**src/rtl/ctrl_unit_pipe.sv**
```systemverilog
// ctrl_unit_pipe
//   Pipelined control decoder. Decodes op_code/func_code into datapath
//   controls, carries them through a STAGES-deep control pipe that honours
//   stall and flush, and traps illegal instructions and HALT in a small
//   RUN / EXC / HALTED state machine that also gates instruction fetch.
//
// Ports
//   clk, rst_n        clock (rising edge), asynchronous active-low reset
//   in_valid          op_code / func_code / pc_in carry an instruction
//   op_code, func_code, pc_in   instruction fields and its PC
//   stall             freeze every pipe stage, accept nothing
//   flush             squash every stage to a bubble (wins over stall)
//   exc_ack, restart  leave EXC / leave HALTED respectively
//   fetch_en          fetch may advance: state is RUN and no stall
//   out_valid         last stage holds a real instruction
//   inst_type, wr, wr_r15, mem_to_reg, mem_read, mem_write, alu_src,
//   alu_op, branch    datapath controls of the last stage (0 on a bubble)
//   exc_flag, exc_cause, exc_pc   pending exception, its cause and PC
//   halted            state machine is in HALTED
module ctrl_unit_pipe #(
  parameter int OP_W   = 4,
  parameter int FN_W   = 4,
  parameter int PC_W   = 16,
  parameter int STAGES = 1   // 1..3
) (
  input  logic            clk,
  input  logic            rst_n,
  input  logic            in_valid,
  input  logic [OP_W-1:0] op_code,
  input  logic [FN_W-1:0] func_code,
  input  logic [PC_W-1:0] pc_in,
  input  logic            stall,
  input  logic            flush,
  input  logic            exc_ack,
  input  logic            restart,
  output logic            fetch_en,
  output logic            out_valid,
  output logic [1:0]      inst_type,
  output logic            wr,
  output logic            wr_r15,
  output logic            mem_to_reg,
  output logic            mem_read,
  output logic            mem_write,
  output logic            alu_src,
  output logic            alu_op,
  output logic [2:0]      branch,
  output logic            exc_flag,
  output logic [1:0]      exc_cause,
  output logic [PC_W-1:0] exc_pc,
  output logic            halted
);

  typedef struct packed {
    logic [1:0] instType;
    logic       wr;
    logic       wrR15;
    logic       memToReg;
    logic       memRead;
    logic       memWrite;
    logic       aluSrc;
    logic       aluOp;
    logic [2:0] branch;
  } ctrlT;

  localparam logic [1:0] RUN    = 2'b00;
  localparam logic [1:0] EXC    = 2'b01;
  localparam logic [1:0] HALTED = 2'b10;

  localparam logic [1:0] CAUSE_OP = 2'b01;
  localparam logic [1:0] CAUSE_FN = 2'b10;

  logic [1:0] state;
  ctrlT       decCtrl;
  logic       opBad, fnBad, isHalt;
  logic       opHigh, fnHigh;
  logic       illegal, accept;

  // Any set bit above the 4-bit decode field makes the code illegal.
  assign opHigh = |(op_code >> 4);
  assign fnHigh = |(func_code >> 4);

  // NOTE: every output of this block gets a default first so no path leaves
  // a value unassigned, which is what keeps it free of inferred latches.
  always_comb begin
    decCtrl = '0;
    opBad   = 1'b0;
    fnBad   = 1'b0;
    isHalt  = 1'b0;
    if (opHigh) begin
      opBad = 1'b1;
    end else begin
      case (op_code[3:0])
        4'b0000: begin                          // Type-A ALU
          decCtrl.wr = 1'b1;
          if (fnHigh) begin
            fnBad = 1'b1;
          end else begin
            case (func_code[3:0])
              4'd4, 4'd5:                                  decCtrl.wrR15 = 1'b1;
              4'd6, 4'd7, 4'd12, 4'd13, 4'd14, 4'd15:       fnBad = 1'b1;
              default: ;
            endcase
          end
        end
        4'b0100: begin decCtrl.instType = 2'b10; decCtrl.branch = 3'b100; end // BGE
        4'b0101: begin decCtrl.instType = 2'b10; decCtrl.branch = 3'b101; end // BLE
        4'b0110: begin decCtrl.instType = 2'b10; decCtrl.branch = 3'b110; end // BEQ
        4'b1000, 4'b1001: begin                 // ANDi / ORi
          decCtrl.instType = 2'b10;
          decCtrl.wr       = 1'b1;
          decCtrl.aluSrc   = 1'b1;
        end
        4'b1010: begin                          // LW
          decCtrl.instType = 2'b01;
          decCtrl.wr       = 1'b1;
          decCtrl.memRead  = 1'b1;
          decCtrl.memToReg = 1'b1;
          decCtrl.aluSrc   = 1'b1;
          decCtrl.aluOp    = 1'b1;
        end
        4'b1011: begin                          // SW
          decCtrl.instType = 2'b01;
          decCtrl.memWrite = 1'b1;
          decCtrl.aluSrc   = 1'b1;
          decCtrl.aluOp    = 1'b1;
        end
        4'b1100: begin decCtrl.instType = 2'b11; decCtrl.branch = 3'b111; end // JMP
        4'b1111: begin decCtrl.instType = 2'b11; isHalt = 1'b1; end            // HALT
        default: opBad = 1'b1;
      endcase
    end
  end

  assign illegal = opBad | fnBad;
  assign accept  = in_valid & ~stall & ~flush & (state == RUN);

  // Control pipe: a valid bit per stage plus the decoded payload.
  logic [STAGES-1:0] pipeValid;
  ctrlT              pipeCtrl [STAGES];

  // NOTE: sequential state is written with non-blocking assignments so every
  // stage samples its predecessor's pre-edge value and the shift is exact.
  always_ff @(posedge clk or negedge rst_n) begin
    if (!rst_n) begin
      pipeValid <= '0;
    end else if (flush) begin
      pipeValid <= '0;
    end else if (!stall) begin
      // An illegal instruction enters as a bubble.
      pipeValid[0] <= accept & ~illegal;
      for (int i = 1; i < STAGES; i++) pipeValid[i] <= pipeValid[i-1];
    end
  end

  // NOTE: the payload registers are deliberately not reset; a stage's
  // payload is only ever observed through its valid bit, which is reset.
  always_ff @(posedge clk) begin
    if (!stall && !flush) begin
      pipeCtrl[0] <= decCtrl;
      for (int i = 1; i < STAGES; i++) pipeCtrl[i] <= pipeCtrl[i-1];
    end
  end

  // Trap / halt state machine. Accept already excludes flush, and a flush
  // cycle also holds off exc_ack/restart, so flush never moves the state.
  always_ff @(posedge clk or negedge rst_n) begin
    if (!rst_n) begin
      state     <= RUN;
      exc_flag  <= 1'b0;
      exc_cause <= 2'b00;
      exc_pc    <= '0;
    end else begin
      case (state)
        RUN: begin
          if (accept && illegal) begin
            state     <= EXC;
            exc_flag  <= 1'b1;
            exc_cause <= opBad ? CAUSE_OP : CAUSE_FN;
            exc_pc    <= pc_in;
          end else if (accept && isHalt) begin
            state <= HALTED;
          end
        end
        EXC: begin
          if (exc_ack && !flush) begin
            state     <= RUN;
            exc_flag  <= 1'b0;
            exc_cause <= 2'b00;
          end
        end
        HALTED: begin
          if (restart && !flush) state <= RUN;
        end
        default: state <= RUN;
      endcase
    end
  end

  ctrlT outCtrl;
  assign outCtrl = pipeValid[STAGES-1] ? pipeCtrl[STAGES-1] : '0;

  assign fetch_en   = (state == RUN) & ~stall;
  assign halted     = (state == HALTED);
  assign out_valid  = pipeValid[STAGES-1];
  assign inst_type  = outCtrl.instType;
  assign wr         = outCtrl.wr;
  assign wr_r15     = outCtrl.wrR15;
  assign mem_to_reg = outCtrl.memToReg;
  assign mem_read   = outCtrl.memRead;
  assign mem_write  = outCtrl.memWrite;
  assign alu_src    = outCtrl.aluSrc;
  assign alu_op     = outCtrl.aluOp;
  assign branch     = outCtrl.branch;

endmodule

```
**config.mk**
```make
export PLATFORM = sky130hd
export DESIGN_NAME = ctrl_unit_pipe
export DESIGN_NICKNAME = d
export VERILOG_FILES = /design/src/rtl/ctrl_unit_pipe.sv
export SDC_FILE = /design/constraint.sdc
export NUM_CORES = 1
export LEC_CHECK = 0
export BUFFER_PORTS_ARGS = -buffer_cell sky130_fd_sc_hd__buf_2
export CORE_ASPECT_RATIO = 1.25
export CORE_UTILIZATION = 35
export DETAILED_ROUTE_END_ITERATION = 8
export SLEW_MARGIN = 20
export SYNTH_ARGS = -nofsm -noshare
export SYNTH_HDL_FRONTEND = slang
export SYNTH_SLANG_ARGS = --single-unit
```
**constraint.sdc**
```tcl
create_clock -name clk -period 1.5 [get_ports clk]
set_input_delay 0.075 -clock clk [delete_from_list [all_inputs] [get_ports clk]]
set_output_delay 0.075 -clock clk [all_outputs]
set_load 0.01 [all_outputs]
```
==> impl_metrics.ini <==
[floorplanning]
die-area_sq_mm = 0.00474
die_w_microns = 61.8
core-area_sq_mm = 0.00420
rows = 26
io_pins = 65
start_util_pct = 37.3
die_height_microns = 76.7

[synth]
syn_avg_cell_area_sq_um = 12.7
synthesis.area_sq_mm = 0.00156
yosysSeqAreaShare_pct = 56.3
synth-edff-count = 11
synthFlopType = dfrtp_1
synth_nets = 154
ys_types = 35
synth_warnings = 0
ys_ff_latch = 33
synthArstFlopShare_pct = 66.7
synth_cells = 123

[clock_tree]
clock_latency_ns = 0.28
clk_transition_reported_paths_ns = 0.07
cts-root-buf = clkbuf_8
h-tree-depth = 2
cts.sinks = 33
tritoncts = yes
numCtsBuffers = 5
max-clock-path-buffers = 2

[power]
power.sequential.fraction_pct = 45.6
p_leak_uw = 0.00106
switchingPower_uw = 721
clockPowerShare_pct = 29.0
p_sw_share_pct = 26.7
p_comb_share_pct = 25.4
powerDensity_mw_per_mm2 = 1260
intPower_uw = 1980
peakVddDrop_mv = 0.919

[layout]
insertedDiodeCount = 0
final_cell_mix = 63 x buf_2, 22 x dfrtp_1, 15 x and2_1
finalNonFillerCells = 257
design_area_sq_mm = 0.00214
drive_above_1_share_pct = 52.2
fill_cells = 392
area_growth_pct = 36.9
multi_input_area_sq_um = 636
final_common_cell = buf_2
regArea_sq_um = 881
final_nets = 231

[route]
routed_wl_microns = 3300
drtIter0Drc = 26
wl_per_cell_microns = 12.8
drtAntennaViolNets = 0
vias = 1220
avgViaCountPerCell = 4.75
route.detailed.drc = 0
first_pass_iters = 4

[worst_setup_path]
critPathMaxFanout = 17
path_class = flip-flop to flip-flop
critPathRequiredTime_ns = 1.66
regToRegSetupSlack_ns = 0.05
arrival_ns = 1.62
worst_setup_path_end_kind = flip-flop
startpoint_type = flip-flop

[placed_design]
place_area_sq_mm = 0.00202
place_inst = 248
gp_congestion = 0.744
dp.final_hpwl_microns = 2490
dp_slack_ns = -0.136
io_buffers = 63

[timing]
max_freq_ghz = 0.689
slew_headroom_pct = 66.6
period_needed_ns = 1.45
setup_viol = 0
finalHoldViolCount = 0
period_share_pct = 96.8
drv_slew = 0
fin_skew_ns = 0.00565
setup_ws_ns = 0.0479
worst_slew_pin_slew_ns = 0.501

[global_route]
grt_pass1_vias = 1182
grt_overflow = 0
antenna_found_initial = 0
grt_max_degree = 23
grt_pass1_wl_microns = 5230
track_usage_pct = 15.0

[min_path]
hp-class = input port to flip-flop

[job]
cap_violations = 0

[outcome]
outcome = completed
-- worst max-delay path: stages (launching register included) --
cell	delay, ns
dfrtp_1	0.39
nor2_2	0.15
and3_2	0.25
o21ai_4	0.07
buf_12	0.17
mux2_4	0.30
-- layer usage --
layer  vias up  part of all wire, %  wire length, microns  global-route usage, %
met3         4                  6.3                   207                   4.89
li1        585                    -                     -                      -
met4         0                 0.91                    30                   4.67
met2        46                   53                  1730                   24.4
met5         -                    0                     0                      0
met1       585                   40                  1330                   18.3
-- area by class of cell --
type	count	area share, %
Sequential cell	33	41.1
Multi-Input combinational cell	81	29.7
Timing Repair Buffer	77	20.3
Clock buffer	8	5.20
Tap cell	56	3.27
Inverter	2	0.351
-- path summary, 6_finish.rpt --
kind | startpoint | to | cells past startpoint
worst max-delay path | state[1] | exc_pc[4] | 5
worst min-delay path | pc_in[6] | exc_pc[6] | 2
worst max register to register | state[1] | exc_pc[4] | 5
worst min register to register | exc_flag | exc_flag | 2
max in group asynchronous | rst_n | state[1] | 2
min in group asynchronous | rst_n | exc_pc[15] | 2
-- synth_stat cells (2+ instances only) --
cell | count | area [sq um]
clkbuf_1 | 3 | 11.3
nor2_1 | 5 | 18.8
nand3_1 | 2 | 10.0
inv_1 | 2 | 7.51
and3_1 | 3 | 18.8
nand3b_1 | 2 | 15.0
mux2_2 | 8 | 90.1
xor2_1 | 2 | 17.5
nand2_1 | 5 | 18.8
nor2b_1 | 5 | 31.3
edfxtp_1 | 11 | 330
a21oi_1 | 3 | 15.0
o21a_1 | 2 | 15.0
o21ai_0 | 6 | 30.0
mux2_4 | 8 | 120
and2_1 | 15 | 93.8
buf_6 | 2 | 22.5
dfrtp_1 | 22 | 551
-- sequential cells by signal, indices dropped and copies added (netlist names) --
register   count
exc_cause      2
exc_flag       1
exc_pc        16
out_valid      1
pipeCtrl      11
state          2
-- timing repair --
action | CTS | global route
resized for setup | 0 | 2
endpoints found under the hold margin | 22 | 0
setup endpoints to repair | 0 | 16
hold buffers | 1 | 0
setup buffers | 0 | 0
-- through the flow --
stage                     TNS (ns)  hold WS [ns]  utilization (%)  power, uW
final                            0        0.0220             51.0       2700
after global routing      -0.00244        0.0102             51.0       2850
after CTS                        0        0.0179             50.9       2730
after detailed placement     -1.89        0.0682             48.0       1940
after global placement       -1.17        0.0559             48.0       1910
after floorplan             -0.948        -0.221                -       1610
-- power by group through the flow --
stage                     combinational (uW)  sequential (uW)  clock [uW]
after floorplan                          293             1320           0
after global placement                   673             1230           0
after detailed placement                 691             1250           0
after CTS                                695             1230         797
after global routing                     751             1250         846
final                                    686             1230         784
-- cell families (layout without fill, tap and decap cells) --
kind of cell | Yosys count | count (layout) | share of synthesized area, %
mux | 17 | 17 | 14.1
flops | 33 | 33 | 56.3
simple gates | 44 | 44 | 17.1
xor+xnor | 3 | 3 | 1.68
compound gates | 17 | 17 | 7.36
buf+inv | 9 | 87 | 3.44
(Power assumes the default switching activity.)
